===== config.mk =====
export PLATFORM = sky130hd
export DESIGN_NAME = instr_encoder_flat
export DESIGN_NICKNAME = d
export VERILOG_FILES = /design/src/rtl/instr_encoder_if.sv /design/src/rtl/instr_encoder.sv /design/src/flat_wrapper.sv
export SDC_FILE = /design/constraint.sdc
export NUM_CORES = 1
export LEC_CHECK = 0
export BUFFER_PORTS_ARGS = -buffer_cell sky130_fd_sc_hd__clkbuf_2
export CAP_MARGIN = 30
export CORE_UTILIZATION = 40
export CTS_CLUSTER_DIAMETER = 120
export CTS_CLUSTER_SIZE = 20
export DETAILED_ROUTE_END_ITERATION = 10
export SLEW_MARGIN = 15
export SYNTH_ARGS = -nofsm -noshare
export SYNTH_HDL_FRONTEND = slang
export SYNTH_SLANG_ARGS = --single-unit

===== constraint.sdc =====
create_clock -name clk -period 3.1 [get_ports clk]
set_input_delay 0.31 -clock clk [delete_from_list [all_inputs] [get_ports clk]]
set_output_delay 0.31 -clock clk [all_outputs]
set_load 0.005 [all_outputs]

===== src/rtl/instr_encoder_if.sv =====
`timescale 1ns/1ps
// Request fields plus the instruction-memory write port and status of instr_encoder.
// The requester holds req_valid until req_ready; the encoder drives mem_* and status.
interface instr_encoder_if #(
  parameter int AW = 6
);
  logic           clear;
  logic           req_valid;
  logic           req_ready;
  logic [2:0]     cls;
  logic [3:0]     cond;
  logic [3:0]     cmd;
  logic           s_bit;
  logic           i_bit;
  logic           l_bit;
  logic [3:0]     rn;
  logic [3:0]     rd;
  logic [3:0]     rm;
  logic [23:0]    imm;
  logic           mem_we;
  logic [AW-1:0]  mem_addr;
  logic [31:0]    mem_wdata;
  logic           err;
  logic           full;
  logic [AW:0]    count;

  modport master (
    output clear, req_valid, cls, cond, cmd, s_bit, i_bit, l_bit, rn, rd, rm, imm,
    input  req_ready, mem_we, mem_addr, mem_wdata, err, full, count
  );

  modport slave (
    input  clear, req_valid, cls, cond, cmd, s_bit, i_bit, l_bit, rn, rd, rm, imm,
    output req_ready, mem_we, mem_addr, mem_wdata, err, full, count
  );
endinterface


===== src/rtl/instr_encoder.sv =====
`timescale 1ns/1ps
// Packs field-level requests into 32-bit instructions and writes them sequentially to memory.
// Accept edge N -> mem_we in cycle N+2, one request per 3 cycles; req_ready drops while busy or full.
module instr_encoder #(
  parameter int AW    = 6,
  parameter int DEPTH = 64,
  parameter int BASE  = 0
) (
  input logic            clk,
  input logic            reset,
  instr_encoder_if.slave bus
);
  typedef enum logic [1:0] {S_IDLE, S_ENCODE, S_WRITE, S_ERR} state_e;

  typedef struct packed {
    logic [2:0]  cls;
    logic [3:0]  cond;
    logic [3:0]  cmd;
    logic        s_bit;
    logic        i_bit;
    logic        l_bit;
    logic [3:0]  rn;
    logic [3:0]  rd;
    logic [3:0]  rm;
    logic [23:0] imm;
  } req_t;

  localparam logic [AW-1:0] BASE_A  = AW'(BASE);
  localparam logic [AW:0]   DEPTH_C = (AW+1)'(DEPTH);

  state_e        state_q, state_d;
  logic          started_q;
  req_t          req_q, req_d;
  logic [31:0]   word_q, word_d;
  logic [AW-1:0] addr_q, addr_d;
  logic [AW:0]   count_q, count_d;
  logic          clr_pend_q, clr_pend_d;

  req_t          req_in;
  logic [31:0]   enc_word;
  logic          enc_legal;
  logic          full;
  logic          accept;
  logic          clr_now;

  assign req_in = '{cls: bus.cls, cond: bus.cond, cmd: bus.cmd, s_bit: bus.s_bit,
                    i_bit: bus.i_bit, l_bit: bus.l_bit, rn: bus.rn, rd: bus.rd,
                    rm: bus.rm, imm: bus.imm};

  assign full    = (count_q == DEPTH_C);
  assign accept  = bus.req_valid & bus.req_ready;
  assign clr_now = bus.clear | clr_pend_q;

  always_comb begin
    enc_word  = '0;
    enc_legal = 1'b0;
    case (req_q.cls)
      3'd0: begin
        enc_legal = (req_q.cmd == 4'b0100) || (req_q.cmd == 4'b0010) ||
                    (req_q.cmd == 4'b0000) || (req_q.cmd == 4'b1100);
        enc_word  = {req_q.cond, 2'b00, req_q.i_bit, req_q.cmd, req_q.s_bit, req_q.rn, req_q.rd,
                     req_q.i_bit ? req_q.imm[11:0] : {8'b0, req_q.rm}};
      end
      3'd1: begin
        enc_legal = 1'b1;
        enc_word  = {req_q.cond, 2'b01, 5'b01100, req_q.l_bit, req_q.rn, req_q.rd, req_q.imm[11:0]};
      end
      3'd2: begin
        enc_legal = 1'b1;
        enc_word  = {req_q.cond, 2'b10, 2'b10, req_q.imm};
      end
      3'd3: begin
        enc_legal = (req_q.cmd[2:0] == 3'b000) || (req_q.cmd[2:0] == 3'b100) ||
                    (req_q.cmd[2:0] == 3'b110);
        // MUL swaps rd/rn relative to DP and repeats rn in the low nibble.
        enc_word  = {req_q.cond, 2'b00, 2'b00, req_q.cmd[2:0], req_q.s_bit, req_q.rd, req_q.rn,
                     req_q.rm, 4'b1001, req_q.rn};
      end
      3'd4: begin
        enc_legal = 1'b1;
        enc_word  = {req_q.cond, 2'b11, 3'b000, req_q.cmd[1:0], req_q.s_bit, req_q.rn, req_q.rd,
                     8'b0, req_q.rm};
      end
      default: begin
        enc_legal = 1'b0;
        enc_word  = '0;
      end
    endcase
  end

  always_comb begin
    state_d    = state_q;
    req_d      = req_q;
    word_d     = word_q;
    addr_d     = addr_q;
    count_d    = count_q;
    clr_pend_d = clr_pend_q;
    case (state_q)
      S_IDLE: begin
        if (accept) begin
          req_d   = req_in;
          state_d = S_ENCODE;
        end
        if (clr_now) begin
          addr_d     = BASE_A;
          count_d    = '0;
          clr_pend_d = 1'b0;
        end
      end
      S_ENCODE: begin
        // A clear seen here waits until the in-flight word has been written.
        clr_pend_d = clr_pend_q | bus.clear;
        if (enc_legal) begin
          word_d  = enc_word;
          state_d = S_WRITE;
        end else begin
          state_d = S_ERR;
        end
      end
      S_WRITE: begin
        state_d    = S_IDLE;
        clr_pend_d = 1'b0;
        if (clr_now) begin
          addr_d  = BASE_A;
          count_d = '0;
        end else begin
          addr_d  = addr_q + 1'b1;
          count_d = count_q + 1'b1;
        end
      end
      S_ERR: begin
        state_d    = S_IDLE;
        clr_pend_d = 1'b0;
        if (clr_now) begin
          addr_d  = BASE_A;
          count_d = '0;
        end
      end
      default: state_d = S_IDLE;
    endcase
  end

  always_ff @(posedge clk or negedge reset) begin
    if (!reset) begin
      state_q    <= S_IDLE;
      started_q  <= 1'b0;
      req_q      <= '0;
      word_q     <= '0;
      addr_q     <= BASE_A;
      count_q    <= '0;
      clr_pend_q <= 1'b0;
    end else begin
      state_q    <= state_d;
      started_q  <= 1'b1;
      req_q      <= req_d;
      word_q     <= word_d;
      addr_q     <= addr_d;
      count_q    <= count_d;
      clr_pend_q <= clr_pend_d;
    end
  end

  assign bus.req_ready = started_q & (state_q == S_IDLE) & ~full;
  assign bus.mem_we    = (state_q == S_WRITE);
  assign bus.mem_addr  = addr_q;
  assign bus.mem_wdata = word_q;
  assign bus.err       = (state_q == S_ERR);
  assign bus.full      = full;
  assign bus.count     = count_q;
endmodule


===== src/flat_wrapper.sv =====
// flat-port wrapper written by rule: the top's interface ports become plain ports
module instr_encoder_flat 
#(
  parameter int AW    = 6,
  parameter int DEPTH = 64,
  parameter int BASE  = 0
)
  (clk, reset, bus_clear, bus_req_valid, bus_cls, bus_cond, bus_cmd, bus_s_bit, bus_i_bit, bus_l_bit, bus_rn, bus_rd, bus_rm, bus_imm, bus_req_ready, bus_mem_we, bus_mem_addr, bus_mem_wdata, bus_err, bus_full, bus_count);
  instr_encoder_if #(.AW(AW)) bus_i ();
  input logic clk;
  input logic reset;
  input wire logic [$bits(bus_i.clear)-1:0] bus_clear;
  input wire logic [$bits(bus_i.req_valid)-1:0] bus_req_valid;
  input wire logic [$bits(bus_i.cls)-1:0] bus_cls;
  input wire logic [$bits(bus_i.cond)-1:0] bus_cond;
  input wire logic [$bits(bus_i.cmd)-1:0] bus_cmd;
  input wire logic [$bits(bus_i.s_bit)-1:0] bus_s_bit;
  input wire logic [$bits(bus_i.i_bit)-1:0] bus_i_bit;
  input wire logic [$bits(bus_i.l_bit)-1:0] bus_l_bit;
  input wire logic [$bits(bus_i.rn)-1:0] bus_rn;
  input wire logic [$bits(bus_i.rd)-1:0] bus_rd;
  input wire logic [$bits(bus_i.rm)-1:0] bus_rm;
  input wire logic [$bits(bus_i.imm)-1:0] bus_imm;
  output wire logic [$bits(bus_i.req_ready)-1:0] bus_req_ready;
  output wire logic [$bits(bus_i.mem_we)-1:0] bus_mem_we;
  output wire logic [$bits(bus_i.mem_addr)-1:0] bus_mem_addr;
  output wire logic [$bits(bus_i.mem_wdata)-1:0] bus_mem_wdata;
  output wire logic [$bits(bus_i.err)-1:0] bus_err;
  output wire logic [$bits(bus_i.full)-1:0] bus_full;
  output wire logic [$bits(bus_i.count)-1:0] bus_count;
  assign bus_i.clear = bus_clear;
  assign bus_i.req_valid = bus_req_valid;
  assign bus_i.cls = bus_cls;
  assign bus_i.cond = bus_cond;
  assign bus_i.cmd = bus_cmd;
  assign bus_i.s_bit = bus_s_bit;
  assign bus_i.i_bit = bus_i_bit;
  assign bus_i.l_bit = bus_l_bit;
  assign bus_i.rn = bus_rn;
  assign bus_i.rd = bus_rd;
  assign bus_i.rm = bus_rm;
  assign bus_i.imm = bus_imm;
  assign bus_req_ready = bus_i.req_ready;
  assign bus_mem_we = bus_i.mem_we;
  assign bus_mem_addr = bus_i.mem_addr;
  assign bus_mem_wdata = bus_i.mem_wdata;
  assign bus_err = bus_i.err;
  assign bus_full = bus_i.full;
  assign bus_count = bus_i.count;
  instr_encoder #(.AW(AW), .DEPTH(DEPTH), .BASE(BASE)) u_core (.clk(clk), .reset(reset), .bus(bus_i));
endmodule

Word-level counts from Yosys, hierarchy flattened
Cells that the tools add are included.
{ "word_totals": {"wordCells": 69, "output_inout_bits": 49, "register_bits": 99} }
{ "classes": {"n_reduce_logical": 16, "bitwise_logic": 5, "mux": 14, "eq_ne": 16, "n_addsub": 2} }
{ "ops": {"columns": ["operator", "n"], "rows": [
  ["$pmux 32 s5", 1],
  ["$mux 7", 2],
  ["$pmux 7 s2", 1],
  ["$mux 12", 1],
  ["$mux 6", 2],
  ["$pmux 6 s2", 1],
  ["$eq 3x3->1 const B", 3],
  ["$add 7x1->7 const B", 1],
  ["$eq 7x7->1 const B", 1],
  ["$add 6x1->6 const B", 1],
  ["$eq 3x2->1 const B", 2],
  ["$logic_not 3->1", 2],
  ["$ne 2x1->1 const B", 3],
  ["$pmux 1 s3", 2],
  ["$pmux 2 s3", 1],
  ["$reduce_and 2->1", 3],
  ["$logic_or 1x1->1", 5],
  ["$eq 2x2->1 const B", 2],
  ["$eq 4x2->1 const B", 1],
  ["$eq 4x3->1 const B", 1],
  ["$eq 4x4->1 const B", 1],
  ["$logic_not 4->1", 1],
  ["$reduce_or 2->1", 2],
  ["$and 1x1->1", 3],
  ["9 further kinds", 10]
]} }

Logic depth before layout (Yosys ltp)
{ "logic_depth": {"ltp_word": 7, "mapped_depth": 7, "ltp_nobuf": 6} }

Least setup slack after synthesis
OpenSTA, ideal clock, no wires.
{ "synth_path": {"path_type": "flip-flop to flip-flop", "startpoint": "reg u_core.state_q[1]", "endpoint": "reg u_core.word_q[10], in the netlist u_core.bus.mem_wdata[10]", "n_path_buf": 1, "slack_ps": 1344, "synth_period_minus_slack_ps": 1756, "stages_incl_launch_ff": 7, "arrival_ps": 1631, "path_cell_list": "dfrtp_1 -> inv_1 -> ha_1 -> inv_1 -> o32ai_4 -> buf_6 -> mux2_4"} }
{ "synth_via": {"elab_chain_len": 2} }
{ "synth_rtl": {"columns": ["element", "line_no", "source"], "rows": [
  ["start: declaration", "instr_encoder.sv:31", "state_e state_q, state_d;"],
  ["start signal: assignment", "instr_encoder.sv:153", "state_q <= state_d;"],
  ["$eq 2x1->1", "instr_encoder.sv:98", "case (state_q)"],
  ["$reduce_and 2->1 (no source line)", null, null],
  ["end signal: assignment", "instr_encoder.sv:156", "word_q <= word_d;"],
  ["end: declaration", "instr_encoder.sv:34", "logic [31:0] word_q, word_d;"]
]} }
Every way passes these cells.
A chain may end at the register's enable or synchronous reset.

Worst setup path in the final report
{ "layout_path": {"startpoint": "reg u_core.req_q[47] (netlist name)", "endpoint": "reg u_core.word_q[4], in the netlist u_core.bus.mem_wdata[4]"} }
{ "layout_via": {"elab_chain_len": 4, "word_cells_on_any_way": 9, "cone_classes": "4 x eq/ne; 2 x mux; 3 x reduce/logical"} }
{ "layout_rtl": {"columns": ["element", "line_no", "source"], "rows": [
  ["start: declaration", "instr_encoder.sv:33", "req_t req_q, req_d;"],
  ["start signal: assignment", "instr_encoder.sv:155", "req_q <= req_d;"],
  ["$eq 3x1->1 (tied with other cells)", "instr_encoder.sv:57", "case (req_q.cls)"],
  ["$reduce_or 3->1 (no source line)", null, null],
  ["$pmux 1 s3", "instr_encoder.sv:57", null],
  ["$reduce_and 2->1 (no source line)", null, null]
]} }
Several ways; a longest one is shown, not always the timed one.

==> key figures <==
Worst hold path
  – Min-delay worst type: input port to register

Synth
  – Async set or reset register ratio after synthesis: 100%
  – Post-synth top area cell: dfrtp_1
  – Sequential area share after synthesis: 52.3%
  – Count leader, synth: dfrtp_1
  – Post-synth EDFFs: 0
  – Synth top area share: 52.3%
  – Dominant cells by area after synthesis: dfrtp_1, mux2_2, mux2_4
  – Syn Area/Cell: 12.3 µm²
  – Post-Syn Instances: 385
  – Netlist cell types: 47
  – Commonest cells in the netlist: dfrtp_1, mux2_2, a21oi_1, mux2_4, o21ai_0
  – Mapped Area: 4740 µm²
  – Top FF cell, synth: dfrtp_1
  – Yosys warning count: 0
  – Syn nets: 446
  – Synthesized flop and latch total: 99

Global route
  – Pin count of the biggest net entering global routing: 62
  – Vias in the first global route: 3302
  – First-pass GRT wire length: 17300 µm
  – Initial antenna violation count: 0
  – Total GRT Usage: 17.7%
  – Global route overflow: 0

Placed design
  – Gpl congestion: 0.783
  – Dpl hpwl: 7340 µm
  – Dpl cell area: 5380 µm²
  – Input/output buffers: 102

Floorplanning
  – Core Box Area: 11500 µm²
  – Die area: 12300 µm²
  – Die width: 111 µm
  – # IOs: 103
  – Row Count: 39
  – Die Y: 111 µm
  – Starting Density: 41.3%

Timing
  – Final Hold Fails: 0
  – Relative slew slack: 41.2%
  – Fin Clk Skew: 0.00878 ns
  – Worst-margin pin slew: 0.881 ns
  – Final Cycle Share: 73.0%
  – Fmax: 0.442 GHz
  – Setup total negative slack: 0 ns
  – Pins Over Slew Limit: 0
  – Final setup vio count: 0
  – Fin crit period: 2.26 ns
  – RSZ-0062 raised after global routing: false

Job
  – Number of max-cap violations: 0

CTS
  – Clock tree buffer depth: 2
  – Clk slew on worst S/H paths: 0.07 ns
  – Resized cells post-CTS: 0
  – Clock Latency Late Sink: 0.34 ns
  – Root cell of the clock tree: clkbuf_16
  – CTS H-Tree Depth: 3
  – CTS buffer count: 9
  – TritonCTS Sinks: 99
  – CTS tree: done

Cells and area
  – Final net count: 547
  – Layout cell share with drive strength beyond 1: 41.5%
  – Cell area after layout: 5670 µm²
  – Area Overhead vs Synth: 19.7%
  – Final core occ: 49.4%
  – Number of diodes: 0
  – Filler cells: 1046

Critical path
  – Cell family with most CP delay: flip-flops
  – Setup crit start kind: register
  – Worst Path Max Fanout: 28
  – Kind of critical path: register to register
  – Crit-path slowest cell: dfrtp_1
  – Buf+Inv Stages, Crit Path: 1
  – Worst-path cell chain: nor2_2, nand2_1, o32ai_4, buf_4, mux2_2
  – Worst Path Required: 3.33 ns
  – Slowest stage delay, CP: 0.71 ns
  – Worst Path Arrival: 2.49 ns
  – Worst Setup End Kind: register

Drt
  – Remaining DRCs: 0
  – DRT Pass-1 Iters: 4
  – Routed vias/inst: 5.16
  – Final WL: 10300 µm
  – 1st-iter DRT viols: 192
  – Detailed-route via count: 3270
  – Post-route ant nets: 0
  – Drt wl/cell: 16.2 µm

Outcome
  – Status: finished, final reports clean

Power and ir drop
  – PD cells: 1040 nW/µm²
  – Worst VDD drop: 400 µV
  – Leak: 2.71 nW
-- what timing repair did --
action / 4_1_cts / 5_1_grt
hold buffers: 1 / 0
setup buffers: 0 / 0
endpoints found under the hold margin: 22 / 0
-- sequential cells by signal, summed over array words and instances, names as in the netlist --
register / count
u_core.clr_pend_q: 1
u_core.bus.mem_addr: 6
u_core.state_q: 2
u_core.started_q: 1
u_core.req_q: 50
u_core.bus.mem_wdata: 32
u_core.bus.count: 7
-- worst reg2reg max path: stages, from the launching register on --
cell and delay, ns:
dfrtp_1 0.71, nor2_2 0.35, nand2_1 0.15, o32ai_4 0.24
buf_4 0.35, mux2_2 0.37
-- cells in the final DEF (no fill, tap or decap), types with 2 or more instances in the layout --
master      synthesis  final
dfrtp_1            99     99
nand2_1            21     21
and3_1              5      5
a222oi_1            4      4
buf_4               1      8
mux2i_1             9      9
nor3_1              5      5
clkinvlp_4          0      2
o21ai_0            22     22
a21oi_1            22     22
clkbuf_16           0      9
a21boi_0            2      2
mux2_2             47     47
mux2_4             22     22
inv_1              16     16
o22ai_1            10     10
nor3b_1             2      2
clkbuf_2            0    101
nor2_1             14     14
nor2b_1            10     10
a22o_1              6      6
nand2b_1            3      3
xor2_1              4      4
ha_1                7      7
inv_8               0      2
nand3_1             7      7
mux2_1              5      5
-- area by class of cell --
class	instances	area (µm²)	area share, %
inverters	16	60.1	1.06
repair buffers	112	623	11.0
clock inverters	7	60.1	1.06
multi-input cells	248	2050	36.1
clock buffers	9	225	3.97
flip-flops and latches	99	2480	43.7
well taps	143	179	3.16
-- kinds of logic (layout without fill, tap and decap cells) --
family / Yosys count / count (layout) / synth area share (%)
adders and majority gates: 7 / 7 / 1.85
other: 1 / 1 / 0.0792
muxes: 83 / 83 / 21.2
buffers and inverters: 38 / 144 / 4.68
AOI/OAI and AO/OA: 75 / 75 / 10.2
and+or+nand+nor: 78 / 78 / 8.88
xor gates and xnor gates: 4 / 4 / 0.740
DFF: 99 / 99 / 52.3
-- metal layers --
metal / GRT usage, % / vias up / wire, µm / part of all wire, %
met5: 0 / - / 0 / 0
met4: 5.07 / 0 / 108 / 1.1
met3: 4.59 / 8 / 622 / 6.1
met2: 27.3 / 94 / 4710 / 46
met1: 24.7 / 1594 / 4840 / 47
li1: - / 1574 / - / -
-- final timing paths --
check	end	cells after the start	start	slack [ns]
max in group asynchronous	u_core.bus.mem_wdata[28]$_DFFE_PN0P_	4	reset	1.78
min reg2reg	u_core.bus.mem_wdata[28]$_DFFE_PN0P_	1	u_core.req_q[43]$_DFFE_PN0P_	0.50
min in group asynchronous	u_core.req_q[45]$_DFFE_PN0P_	2	reset	0.42
min	u_core.req_q[17]$_DFFE_PN0P_	2	bus_imm[17]	0.18
max reg2reg	u_core.bus.mem_wdata[4]$_DFFE_PN0P_	5	u_core.req_q[47]$_DFFE_PN0P_	0.84
max	u_core.bus.mem_wdata[4]$_DFFE_PN0P_	5	u_core.req_q[47]$_DFFE_PN0P_	0.84
-- metrics by stage --
stage	setup slack, ns	hold WS, ns	instances	power, mW
2_1_floorplan	1.34	0.0144	385	4.15
3_3_place_gp	0.770	0.485	615	4.75
3_5_place_dp	0.832	0.244	617	4.84
4_1_cts	0.828	0.169	634	5.94
5_1_grt	0.681	0.178	634	6.29
6_report	0.838	0.178	634	5.87
-- power breakdown --
| group | total, mW | internal [mW] | switching [mW] |
|---|---|---|---|
| sequential | 2.33 | 1.84 | 0.493 |
| combinational | 2.46 | 1.35 | 1.11 |
| clock | 1.08 | 0.559 | 0.519 |
(Power assumes the default switching activity.)
